File: config.mk
export PLATFORM = sky130hd
export DESIGN_NAME = instruction_fetch
export DESIGN_NICKNAME = d
export VERILOG_FILES = /design/src/rtl/mips_pkg.sv /design/src/rtl/instruction_fetch_if_id_reg.sv /design/src/rtl/instruction_fetch.sv
export SDC_FILE = /design/constraint.sdc
export NUM_CORES = 1
export LEC_CHECK = 0
export BUFFER_PORTS_ARGS = -buffer_cell sky130_fd_sc_hd__buf_2
export CELL_PAD_IN_SITES_DETAIL_PLACEMENT = 2
export CELL_PAD_IN_SITES_GLOBAL_PLACEMENT = 2
export CORE_ASPECT_RATIO = 0.75
export CORE_MARGIN = 2
export CORE_UTILIZATION = 28
export CTS_CLUSTER_SIZE = 20
export DETAILED_ROUTE_END_ITERATION = 6
export HOLD_SLACK_MARGIN = 0.03
export PLACE_DENSITY = 0.72
export SYNTH_ARGS = -nofsm -noshare
export SYNTH_HDL_FRONTEND = slang
export SYNTH_HIERARCHICAL = 1
export SYNTH_SLANG_ARGS = --single-unit
File: constraint.sdc
create_clock -name Clk -period 1.75 [get_ports Clk]
set_input_delay 0.4375 -clock Clk [delete_from_list [all_inputs] [get_ports Clk]]
set_output_delay 0.4375 -clock Clk [all_outputs]
set_load 0.01 [all_outputs]
File: src/rtl/mips_pkg.sv
// Shared MIPS definitions: instruction field layout, opcode/funct encodings,
// fetch-stage reset constants and the small helpers used by the fetch stage.
package mips_pkg;

    localparam int unsigned XLEN = 32;

    localparam logic [31:0] NOP_INSTR        = 32'h0000_0000;
    localparam logic [31:0] RESET_PC_DEFAULT = 32'h0000_0000;

    // Instruction field positions (msb/lsb) and widths
    localparam int unsigned OPCODE_MSB  = 31;
    localparam int unsigned OPCODE_LSB  = 26;
    localparam int unsigned RS_MSB      = 25;
    localparam int unsigned RS_LSB      = 21;
    localparam int unsigned RT_MSB      = 20;
    localparam int unsigned RT_LSB      = 16;
    localparam int unsigned RD_MSB      = 15;
    localparam int unsigned RD_LSB      = 11;
    localparam int unsigned SHAMT_MSB   = 10;
    localparam int unsigned SHAMT_LSB   = 6;
    localparam int unsigned FUNCT_MSB   = 5;
    localparam int unsigned FUNCT_LSB   = 0;

    localparam int unsigned OPCODE_W    = 6;
    localparam int unsigned REG_W       = 5;
    localparam int unsigned SHAMT_W     = 5;
    localparam int unsigned FUNCT_W     = 6;
    localparam int unsigned IMM_W       = 16;
    localparam int unsigned JADDR_W     = 26;

    localparam int unsigned IMEM_WORDS  = 128;
    localparam int unsigned IMEM_IDX_W  = 7;

    // Opcodes recognised by decode
    localparam logic [5:0] OP_RTYPE = 6'h00;
    localparam logic [5:0] OP_J     = 6'h02;
    localparam logic [5:0] OP_JAL   = 6'h03;
    localparam logic [5:0] OP_BEQ   = 6'h04;
    localparam logic [5:0] OP_BNE   = 6'h05;
    localparam logic [5:0] OP_ADDI  = 6'h08;
    localparam logic [5:0] OP_ADDIU = 6'h09;
    localparam logic [5:0] OP_SLTI  = 6'h0A;
    localparam logic [5:0] OP_ANDI  = 6'h0C;
    localparam logic [5:0] OP_ORI   = 6'h0D;
    localparam logic [5:0] OP_LUI   = 6'h0F;
    localparam logic [5:0] OP_LW    = 6'h23;
    localparam logic [5:0] OP_SW    = 6'h2B;

    // R-type funct codes recognised by decode
    localparam logic [5:0] FUNCT_SLL  = 6'h00;
    localparam logic [5:0] FUNCT_SRL  = 6'h02;
    localparam logic [5:0] FUNCT_JR   = 6'h08;
    localparam logic [5:0] FUNCT_ADD  = 6'h20;
    localparam logic [5:0] FUNCT_ADDU = 6'h21;
    localparam logic [5:0] FUNCT_SUB  = 6'h22;
    localparam logic [5:0] FUNCT_AND  = 6'h24;
    localparam logic [5:0] FUNCT_OR   = 6'h25;
    localparam logic [5:0] FUNCT_XOR  = 6'h26;
    localparam logic [5:0] FUNCT_NOR  = 6'h27;
    localparam logic [5:0] FUNCT_SLT  = 6'h2A;

    typedef enum logic [1:0] {
        PC_SEL_INC      = 2'd0,
        PC_SEL_HOLD     = 2'd1,
        PC_SEL_REDIRECT = 2'd2
    } pc_sel_e;

    typedef enum logic [1:0] {
        IFID_LOAD   = 2'd0,
        IFID_HOLD   = 2'd1,
        IFID_BUBBLE = 2'd2
    } ifid_op_e;

    typedef struct packed {
        logic [31:0] instruction;
        logic [31:0] pc_plus4;
        logic        valid;
    } if_id_t;

    function automatic logic [31:0] word_align(input logic [31:0] addr);
        return addr & 32'hFFFF_FFFC;
    endfunction

    // Wraps modulo 2^32 by construction of the 32-bit result
    function automatic logic [31:0] pc_plus4(input logic [31:0] pc);
        return pc + 32'd4;
    endfunction

    function automatic logic [5:0] opcode_of(input logic [31:0] instr);
        return instr[OPCODE_MSB:OPCODE_LSB];
    endfunction

    function automatic logic [5:0] funct_of(input logic [31:0] instr);
        return instr[FUNCT_MSB:FUNCT_LSB];
    endfunction

endpackage

File: src/rtl/instruction_fetch_if_id_reg.sv
// IF/ID pipeline register: captures instruction and PC+4, with hold and
// bubble (flush) controls; flush takes priority over hold.
module if_id_reg
    import mips_pkg::*;
#(
    parameter logic [31:0] NOP_WORD = NOP_INSTR
) (
    input  logic        clk,
    input  logic        rst_n,
    input  logic        hold,
    input  logic        flush,
    input  logic [31:0] instruction_in,
    input  logic [31:0] pc_plus4_in,
    output logic [31:0] instruction,
    output logic [31:0] pc_plus4,
    output logic        valid
);

    if_id_t ifid_q;
    if_id_t ifid_d;

    always_comb begin
        ifid_d = ifid_q;
        if (flush) begin
            ifid_d.instruction = NOP_WORD;
            ifid_d.pc_plus4    = 32'd0;
            ifid_d.valid       = 1'b0;
        end else if (!hold) begin
            ifid_d.instruction = instruction_in;
            ifid_d.pc_plus4    = pc_plus4_in;
            ifid_d.valid       = 1'b1;
        end
    end

    always_ff @(posedge clk or negedge rst_n) begin
        if (!rst_n) begin
            ifid_q.instruction <= NOP_WORD;
            ifid_q.pc_plus4    <= 32'd0;
            ifid_q.valid       <= 1'b0;
        end else begin
            ifid_q <= ifid_d;
        end
    end

    assign instruction = ifid_q.instruction;
    assign pc_plus4    = ifid_q.pc_plus4;
    assign valid       = ifid_q.valid;

endmodule

File: src/rtl/instruction_fetch.sv
// MIPS instruction fetch stage: owns the PC, drives the instruction memory
// address and feeds the IF/ID register; handles stall, flush and redirect.
module instruction_fetch
    import mips_pkg::*;
#(
    parameter logic [31:0] RESET_PC = RESET_PC_DEFAULT,
    parameter logic [31:0] NOP_WORD = NOP_INSTR
) (
    input  logic        Clk,
    input  logic        Rst_n,
    input  logic        Stall,
    input  logic        Flush,
    input  logic        Redirect,
    input  logic [31:0] RedirectTarget,
    output logic [31:0] ImemAddress,
    input  logic [31:0] ImemInstruction,
    output logic [31:0] IfId_Instruction,
    output logic [31:0] IfId_PCPlus4,
    output logic        IfId_Valid,
    output logic [31:0] FetchCount
);

    localparam logic [31:0] RESET_PC_ALIGNED = word_align(RESET_PC);
    localparam logic [31:0] COUNT_MAX        = 32'hFFFF_FFFF;

    logic [31:0] pc_q;
    logic [31:0] pc_d;
    logic [31:0] pc_next_seq;
    logic [31:0] fetch_count_q;
    logic [31:0] fetch_count_d;
    pc_sel_e     pc_sel;
    ifid_op_e    ifid_op;
    logic        ifid_hold;
    logic        ifid_flush;

    assign pc_next_seq = pc_plus4(pc_q);

    // Redirect outranks stall for both the PC and IF/ID; flush only bubbles IF/ID
    always_comb begin
        pc_sel  = PC_SEL_INC;
        ifid_op = IFID_LOAD;
        if (Redirect) begin
            pc_sel = PC_SEL_REDIRECT;
        end else if (Stall) begin
            pc_sel = PC_SEL_HOLD;
        end
        if (Redirect || Flush) begin
            ifid_op = IFID_BUBBLE;
        end else if (Stall) begin
            ifid_op = IFID_HOLD;
        end
    end

    always_comb begin
        pc_d = pc_next_seq;
        case (pc_sel)
            PC_SEL_REDIRECT: pc_d = word_align(RedirectTarget);
            PC_SEL_HOLD:     pc_d = pc_q;
            default:         pc_d = pc_next_seq;
        endcase
    end

    always_comb begin
        fetch_count_d = fetch_count_q;
        if (ifid_op == IFID_LOAD && fetch_count_q != COUNT_MAX) begin
            fetch_count_d = fetch_count_q + 32'd1;
        end
    end

    always_ff @(posedge Clk or negedge Rst_n) begin
        if (!Rst_n) begin
            pc_q          <= RESET_PC_ALIGNED;
            fetch_count_q <= 32'd0;
        end else begin
            pc_q          <= pc_d;
            fetch_count_q <= fetch_count_d;
        end
    end

    assign ifid_hold  = (ifid_op == IFID_HOLD);
    assign ifid_flush = (ifid_op == IFID_BUBBLE);

    if_id_reg #(
        .NOP_WORD (NOP_WORD)
    ) u_if_id_reg (
        .clk            (Clk),
        .rst_n          (Rst_n),
        .hold           (ifid_hold),
        .flush          (ifid_flush),
        .instruction_in (ImemInstruction),
        .pc_plus4_in    (pc_next_seq),
        .instruction    (IfId_Instruction),
        .pc_plus4       (IfId_PCPlus4),
        .valid          (IfId_Valid)
    );

    assign ImemAddress = pc_q;
    assign FetchCount  = fetch_count_q;

endmodule

==> parameters.txt, run 1 <==
Parameter                              Value

Timing
  Share of the cycle needed by the critical path after routing    103%
  Minimum period implied by the final worst setup slack    1.80 ns
  TNS Setup    -0.198 ns
  Worst relative slew slack    between 40% and 50%
  Max-slew violation total from the final report    0
  Worst-margin pin slew    ~0.79 ns
  Post-layout worst setup margin    -0.0482 ns
  Timing-limited maximum frequency    556 MHz
  Final hold vios    0
  Clock skew after layout    0.0113 ns
  Setup Viol. Count Final    8
  Setup repair after global routing missed its margin    yes

Global route
  Largest net degree at the start of global routing    66
  Number of global-route vias before repair    6359
  GRT Util Overall    between 10% and 20%
  GRT Residual Overflow    0
  Antenna violations before repair    0
  First-pass GRT wire length    approximately 36000 µm

Route
  Wirelength, routed    23700 µm
  Remaining routing DRC violations    0
  DR vias/cell    ~4.7
  Number of search-and-repair iterations in the first detailed-routing pass    4
  Number of nets with antenna violations after routing    0
  Final routed wire length divided by cell count    19.1 µm
  1st-iter DRT viols    roughly 200
  Via total after detailed routing    5870

Clock tree
  CTS Buffer Depth    2
  Clk sink count    between 100 and 150
  Clock tree from TritonCTS    yes
  H-tree lvl count    4
  TritonCTS buffer count    17
  Root Driver    sky130_fd_sc_hd__clkbuf_16
  Clock input transition at the sequential cells of the worst setup and hold paths    roughly 0.07 ns
  Clock insertion delay at the later pin of the skew report    roughly 0.42 ns

Critical path
  Max incr delay on CP    0.51 ns
  Arrival time of the worst setup path    between 2 and 2.5 ns
  Worst setup path category    reg2reg
  Cell with the largest stage delay on the worst path    sky130_fd_sc_hd__or3_4
  Sort of element at the start of the critical path    flip-flop
  Kind of end point of the critical path    flip-flop
  Data required time of the critical path    slightly above 2 ns
  Worst path cell trace    nand4_1 > or3_4 > a211oi_4 > nand4_1 > xnor2_1
  Number of cells on the worst reg-to-reg path    5
  Top cell by count, worst path    sky130_fd_sc_hd__nand4_1
  Worst-path fanout max    7

Power
  Maximum vdd ir drop    approximately 0.52 mV
  Leakage    between 4 and 5 nW
  Total power density per cell area    between 800 and 900 nW/µm²

Floorplan
  Die Footprint    24200 µm²
  Chip Height    around 140 µm
  Number of placement rows    47
  Num ports    between 150 and 200
  Width of the chip    179 µm
  Initial Util    about 29%
  Area of the core    22300 µm²

Outcome
  Result of the run    complete, but fails checks
  Violated checks    setup timing

Final layout
  Number of inserted diodes    0
  Signed area change from the synthesized netlist to the final layout    52.1%
  Net total in the final layout    about 1000
  Final standard cell area without fillers    slightly below 10000 µm²
  Share of cells above drive strength 1    46.5%
  Final non-filler cell total    about 1200

Placed design
  IO Port Bufs    around 190
  Inst Count DP    1188
  Half-perimeter wire length after placement    around 17000 µm
  Final estimated routing congestion in global placement    around 0.74
  DP Area    between 8000 and 9000 µm²

Yosys
  FF+latch count, synth    ~130
  YS warnings    6
  Synth top cells by count    sky130_fd_sc_hd__dfrtp_1 (127), sky130_fd_sc_hd__nor2_1 (87), sky130_fd_sc_hd__mux2i_1 (65)
  Proportion of netlist area held by the largest area contributor    roughly half
  Post-Synthesis Cells    between 600 and 700
  Leading area contributor after synthesis    sky130_fd_sc_hd__dfrtp_1
  Unique masters post-synth    between 40 and 50
  Avg Inst Size Synth    about 10 µm²
  Number of synthesized flops with an enable pin    0
  Share of async-settable or async-resettable flops after synthesis    100%
  Netlist Area Pre-Place    around 6400 µm²
  Primary FF master, synth    sky130_fd_sc_hd__dfrtp_1
  Most numerous cell in the Yosys netlist    sky130_fd_sc_hd__dfrtp_1
  Sequential-to-total area share from yosys stat    about half
  Most area-consuming cells after synthesis    sky130_fd_sc_hd__dfrtp_1 (49%), sky130_fd_sc_hd__mux2i_1 (10%), sky130_fd_sc_hd__xnor2_1 (6.9%)

Worst hold path
  Hold path depth    3
  Worst hold-check path type    in2reg

Job
  Max_cap viols    0
report_power, final:
| part | internal, mW | leakage [nW] | switching, mW |
|---|---|---|---|
| clock | 2.12 | 0.274 | 1.47 |
| sequential | 3.12 | 1.67 | 0.188 |
| combinational | 0.674 | 2.77 | 0.759 |
worst max-delay path, delay by kind of cell, from the launching register on:
kind | cells | cell delay (ns)
AOI/OAI and AO/OA | 1 | 0.28
xor gates and xnor gates | 1 | 0.17
DFF | 1 | 0.37
and+or+nand+nor | 3 | 0.85
per-stage QoR:
stage                     total power [mW]  utilization [%]  hold slack, ns  worst slack [ns]
after floorplan                       3.96                -           0.142           -0.0190
after global placement                4.62             38.6           0.444            -0.149
after detailed placement              4.68             38.6           0.445            -0.188
after CTS                             8.35             41.7           0.210          -0.00786
after global routing                  8.72             43.9           0.221            -0.128
final                                 8.33             43.9           0.230           -0.0482
cells by family after synthesis:
group | after synthesis | synth area share (%)
simple gates | 257 | 20.4
flops | 127 | 49.4
xor+xnor | 85 | 11.6
mux | 71 | 11.2
buf+inv | 40 | 3.85
compound gates | 35 | 3.13
fa+ha+maj | 2 | 0.389
other cells | 1 | 0.0583
cell usage in the layout, fill, tap and decap left out, drive strengths merged:
master	synthesis	layout
nor3	17	17
nor2	87	87
bufinv	0	2
xnor2	51	51
xor2	34	34
conb	1	4
nor2b	5	5
a21boi	1	1
o21a	1	1
and3	12	12
nand2	60	60
o31a	1	1
clkinvlp	0	4
nor4	7	7
buf	21	327
clkinv	0	4
ha	2	2
and4	2	2
or3	2	2
a21o	1	1
nand3	31	31
nand4	28	28
dfrtp	127	127
a211oi	1	1
a21oi	3	3
mux2	6	6
nand3b	1	1
clkbuf	14	18
or2	3	3
nand2b	2	2
mux2i	65	65
o21ai	27	27
inv	5	9
dlygate4sd3	0	1
flip-flops by register name, indices dropped and copies added (netlist names):
name and flops:
u_if_id_reg/instruction 32, ImemAddress 30, u_if_id_reg/valid 1, FetchCount 32, u_if_id_reg/pc_plus4 32
layout make-up:
type / instances / area (µm²)
Clock buffer: 18 / 429
Clock inverter: 14 / 156
Fill cell: 2412 / 12500
Inverter: 5 / 18.8
Multi-Input combinational cell: 454 / 3420
Sequential cell: 127 / 3190
Tap cell: 294 / 368
Timing Repair Buffer: 328 / 2200
worst paths after layout:
kind / startpoint / endpoint / slack [ns]
min in group asynchronous: Rst_n / ImemAddress[10] / 0.56
worst min register to register: u_if_id_reg/valid / u_if_id_reg/valid / 0.52
worst min-delay path: RedirectTarget[18] / ImemAddress[18] / 0.23
worst max register to register: FetchCount[12] / FetchCount[21] / -0.05
worst max-delay path: FetchCount[12] / FetchCount[21] / -0.05
max in group asynchronous: Rst_n / u_if_id_reg/instruction[22] / 0.64
routing by layer:
metal  track usage [%]  vias to the layer above  part of all wire, %
met4              5.42                        0                  1.4
met5                 0                        -                    0
met2              31.4                      132                   49
met3              3.59                       16                  4.5
met1              25.9                     2989                   45
li1                  -                     2733                    -
timing repair:
item | 4_1_cts | 5_1_grt
endpoints found under the setup margin | 35 | 62
gates resized for setup | 10 | 89
endpoints found under the hold margin | 38 | 0
hold buffers | 1 | 0
pin swaps | 4 | 37
cloned | 0 | 1
setup buffers | 8 | 12
(Power assumes the default switching activity.)
==> run 2: changes to the inputs <==
CORE_UTILIZATION = 25   (was 28)
PLACE_DENSITY = 0.66   (was 0.72)
==> run 2 against run 1 <==
Compared with the run above: the run still ends with setup timing left; total power up 2.5%; critical endpoint is now FetchCount[23]; highest routed layer unchanged; sequential share of layout area is 0.97 points lower; hold slack better by 0.00064 ns; cell count rose by 4.4%; non-clock buffer count is 12 higher; combinational power up 6%; critical path depth unchanged; sequential power about the same; sequential cell count did not move.
==> parameters.txt, run 2 (synthesis results as in run 1) <==
Parameter                              Value

Clock tree
  TritonCTS buffer count    17
  Root Driver    sky130_fd_sc_hd__clkbuf_16
  H-tree lvl count    4
  Clk sink count    127
  Clock insertion delay at the later pin of the skew report    about 0.43 ns
  Clock input transition at the sequential cells of the worst setup and hold paths    0.06 ns
  CTS Buffer Depth    2
  Clock tree from TritonCTS    yes

Global route
  GRT Util Overall    around 17%
  Number of global-route vias before repair    6400
  GRT Residual Overflow    0
  Antenna violations before repair    0
  Largest net degree at the start of global routing    66
  First-pass GRT wire length    between 30000 and 40000 µm

Route
  1st-iter DRT viols    roughly 160
  Number of search-and-repair iterations in the first detailed-routing pass    4
  Via total after detailed routing    approximately 5900
  Final routed wire length divided by cell count    18.2 µm
  DR vias/cell    ~4.5
  Remaining routing DRC violations    0
  Number of nets with antenna violations after routing    0
  Wirelength, routed    between 20000 and 25000 µm

Worst hold path
  Start point of the worst min-delay path    RedirectTarget[22]
  Worst hold-check path type    in2reg
  Hold path depth    3

Critical path
  Reg2reg start    FetchCount[8]
  Arrival time of the worst setup path    around 2.1 ns
  Worst setup path category    reg2reg
  Cell with the largest stage delay on the worst path    sky130_fd_sc_hd__or3_4
  Data required time of the critical path    roughly 2 ns
  Number of cells on the worst reg-to-reg path    5
  Sort of element at the start of the critical path    flip-flop
  Kind of end point of the critical path    flip-flop
  CP Launch Point    FetchCount[8]
  Max incr delay on CP    0.50 ns
  Worst path cell trace    nand4_1 > or3_4 > a211oi_4 > nand3_2 > xnor2_2
  Worst-path fanout max    7

Placed design
  Inst Count DP    1235
  Half-perimeter wire length after placement    roughly 17000 µm
  Post-Place Setup Slack    -0.229 ns
  IO Port Bufs    a little under 200
  Final estimated routing congestion in global placement    0.735
  DP Area    approximately 8700 µm²

Timing
  Worst hold slack after final layout    about 0.23 ns
  Max-slew violation total from the final report    0
  Worst relative slew slack    47.9%
  Setup Viol. Count Final    8
  Clock skew after layout    between 0.01 and 0.015 ns
  Minimum period implied by the final worst setup slack    ~1.8 ns
  Post-layout worst setup margin    -0.0644 ns
  Worst-margin pin slew    0.781 ns
  Setup repair after global routing missed its margin    yes
  Timing-limited maximum frequency    approximately 550 MHz
  TNS Setup    -0.195 ns
  Final hold vios    0
  Share of the cycle needed by the critical path after routing    104%

Power
  Leakage    roughly 4.8 nW
  Maximum vdd ir drop    between 0.6 and 0.7 mV
  Total design power    8.54 mW
  Total power density per cell area    ~850 nW/µm²

Final layout
  Final-layout fill cell count    between 2000 and 3000
  Top library cells by usage in the layout, fill and taps aside    sky130_fd_sc_hd__buf_2 (192), sky130_fd_sc_hd__dfrtp_1 (121), sky130_fd_sc_hd__buf_4 (106)
  Final standard cell utilization of the core    40.1%
  Area used by multi-input combinational logic    between 3000 and 4000 µm²
  Number of inserted diodes    0
  Sequential Area    3190 µm²
  Final non-filler cell total    ~1300
  Share of cells above drive strength 1    roughly half
  Final standard cell area without fillers    between 10000 and 15000 µm²
  Signed area change from the synthesized netlist to the final layout    56.7%
  Most common library cell in the layout ignoring fill and taps    sky130_fd_sc_hd__buf_2
  Net total in the final layout    1016

Floorplan
  Initial Util    about a quarter
  Die Footprint    ~27000 µm²
  Num ports    just under 200
  Width of the chip    about 190 µm
  Area of the core    ~25000 µm²
  Number of placement rows    50
  Chip Height    around 140 µm

Job
  Max_cap viols    0

Outcome
  Violated checks    setup timing
  Result of the run    complete, but fails checks
-- run 2: changes by cell type in the layout (fill, tap and decap cells not counted), moves of 4 or more --
| cell | change |
|---|---|
| sky130_fd_sc_hd__nand3_2 | +4 |
| sky130_fd_sc_hd__nor2_4 | +5 |
| sky130_fd_sc_hd__buf_4 | +4 |
| sky130_fd_sc_hd__nand3_1 | -4 |
| sky130_fd_sc_hd__buf_6 | +8 |
| sky130_fd_sc_hd__inv_6 | -4 |
-- run 2: power by group --
part	internal [mW]	switching, mW
sequential	3.12	0.175
clock	2.34	1.39
combinational	0.723	0.790
-- run 2: what timing repair did --
action	CTS	global route
setup endpoints to repair	46	70
gates resized for setup	42	85
pin swaps	27	46
hold buffers	1	0
hold endpoints to repair	21	0
setup buffers	13	17
cloned	1	0
-- run 2: layout make-up --
| class | count | share of cell area [%] |
|---|---|---|
| Clock buffer | 21 | 4.67 |
| Clock inverter | 10 | 1.35 |
| Inverter | 5 | 0.186 |
| Multi-Input combinational cell | 454 | 35.0 |
| Sequential cell | 127 | 31.6 |
| Tap cell | 338 | 4.20 |
| Timing Repair Buffer | 340 | 23.0 |
-- run 2: worst max-delay path: cells and delay by family, from the launching register on --
family,cells,cell delay [ns]
compound gates,1,0.34
xor+xnor,1,0.16
flops,1,0.36
simple gates,3,0.83
-- run 2: metal layers --
layer  vias up  wire length, µm  share of wire [%]  track usage [%]
met2       119            11200                 48             28.1
met1      2987            11300                 48             23.7
met3        13              795                3.4             3.59
li1       2738                -                  -                -
met4         0              233               0.99             4.81
met5         -                0                  0                0
-- run 2: final timing paths --
path / to / slack (ns)
worst max register to register: FetchCount[23] / -0.06
worst min-delay path: ImemAddress[22] / 0.23
worst min register to register: u_if_id_reg/instruction[7] / 0.52
min in group asynchronous: ImemAddress[15] / 0.47
worst max-delay path: FetchCount[23] / -0.06
max in group asynchronous: u_if_id_reg/pc_plus4[24] / 0.75
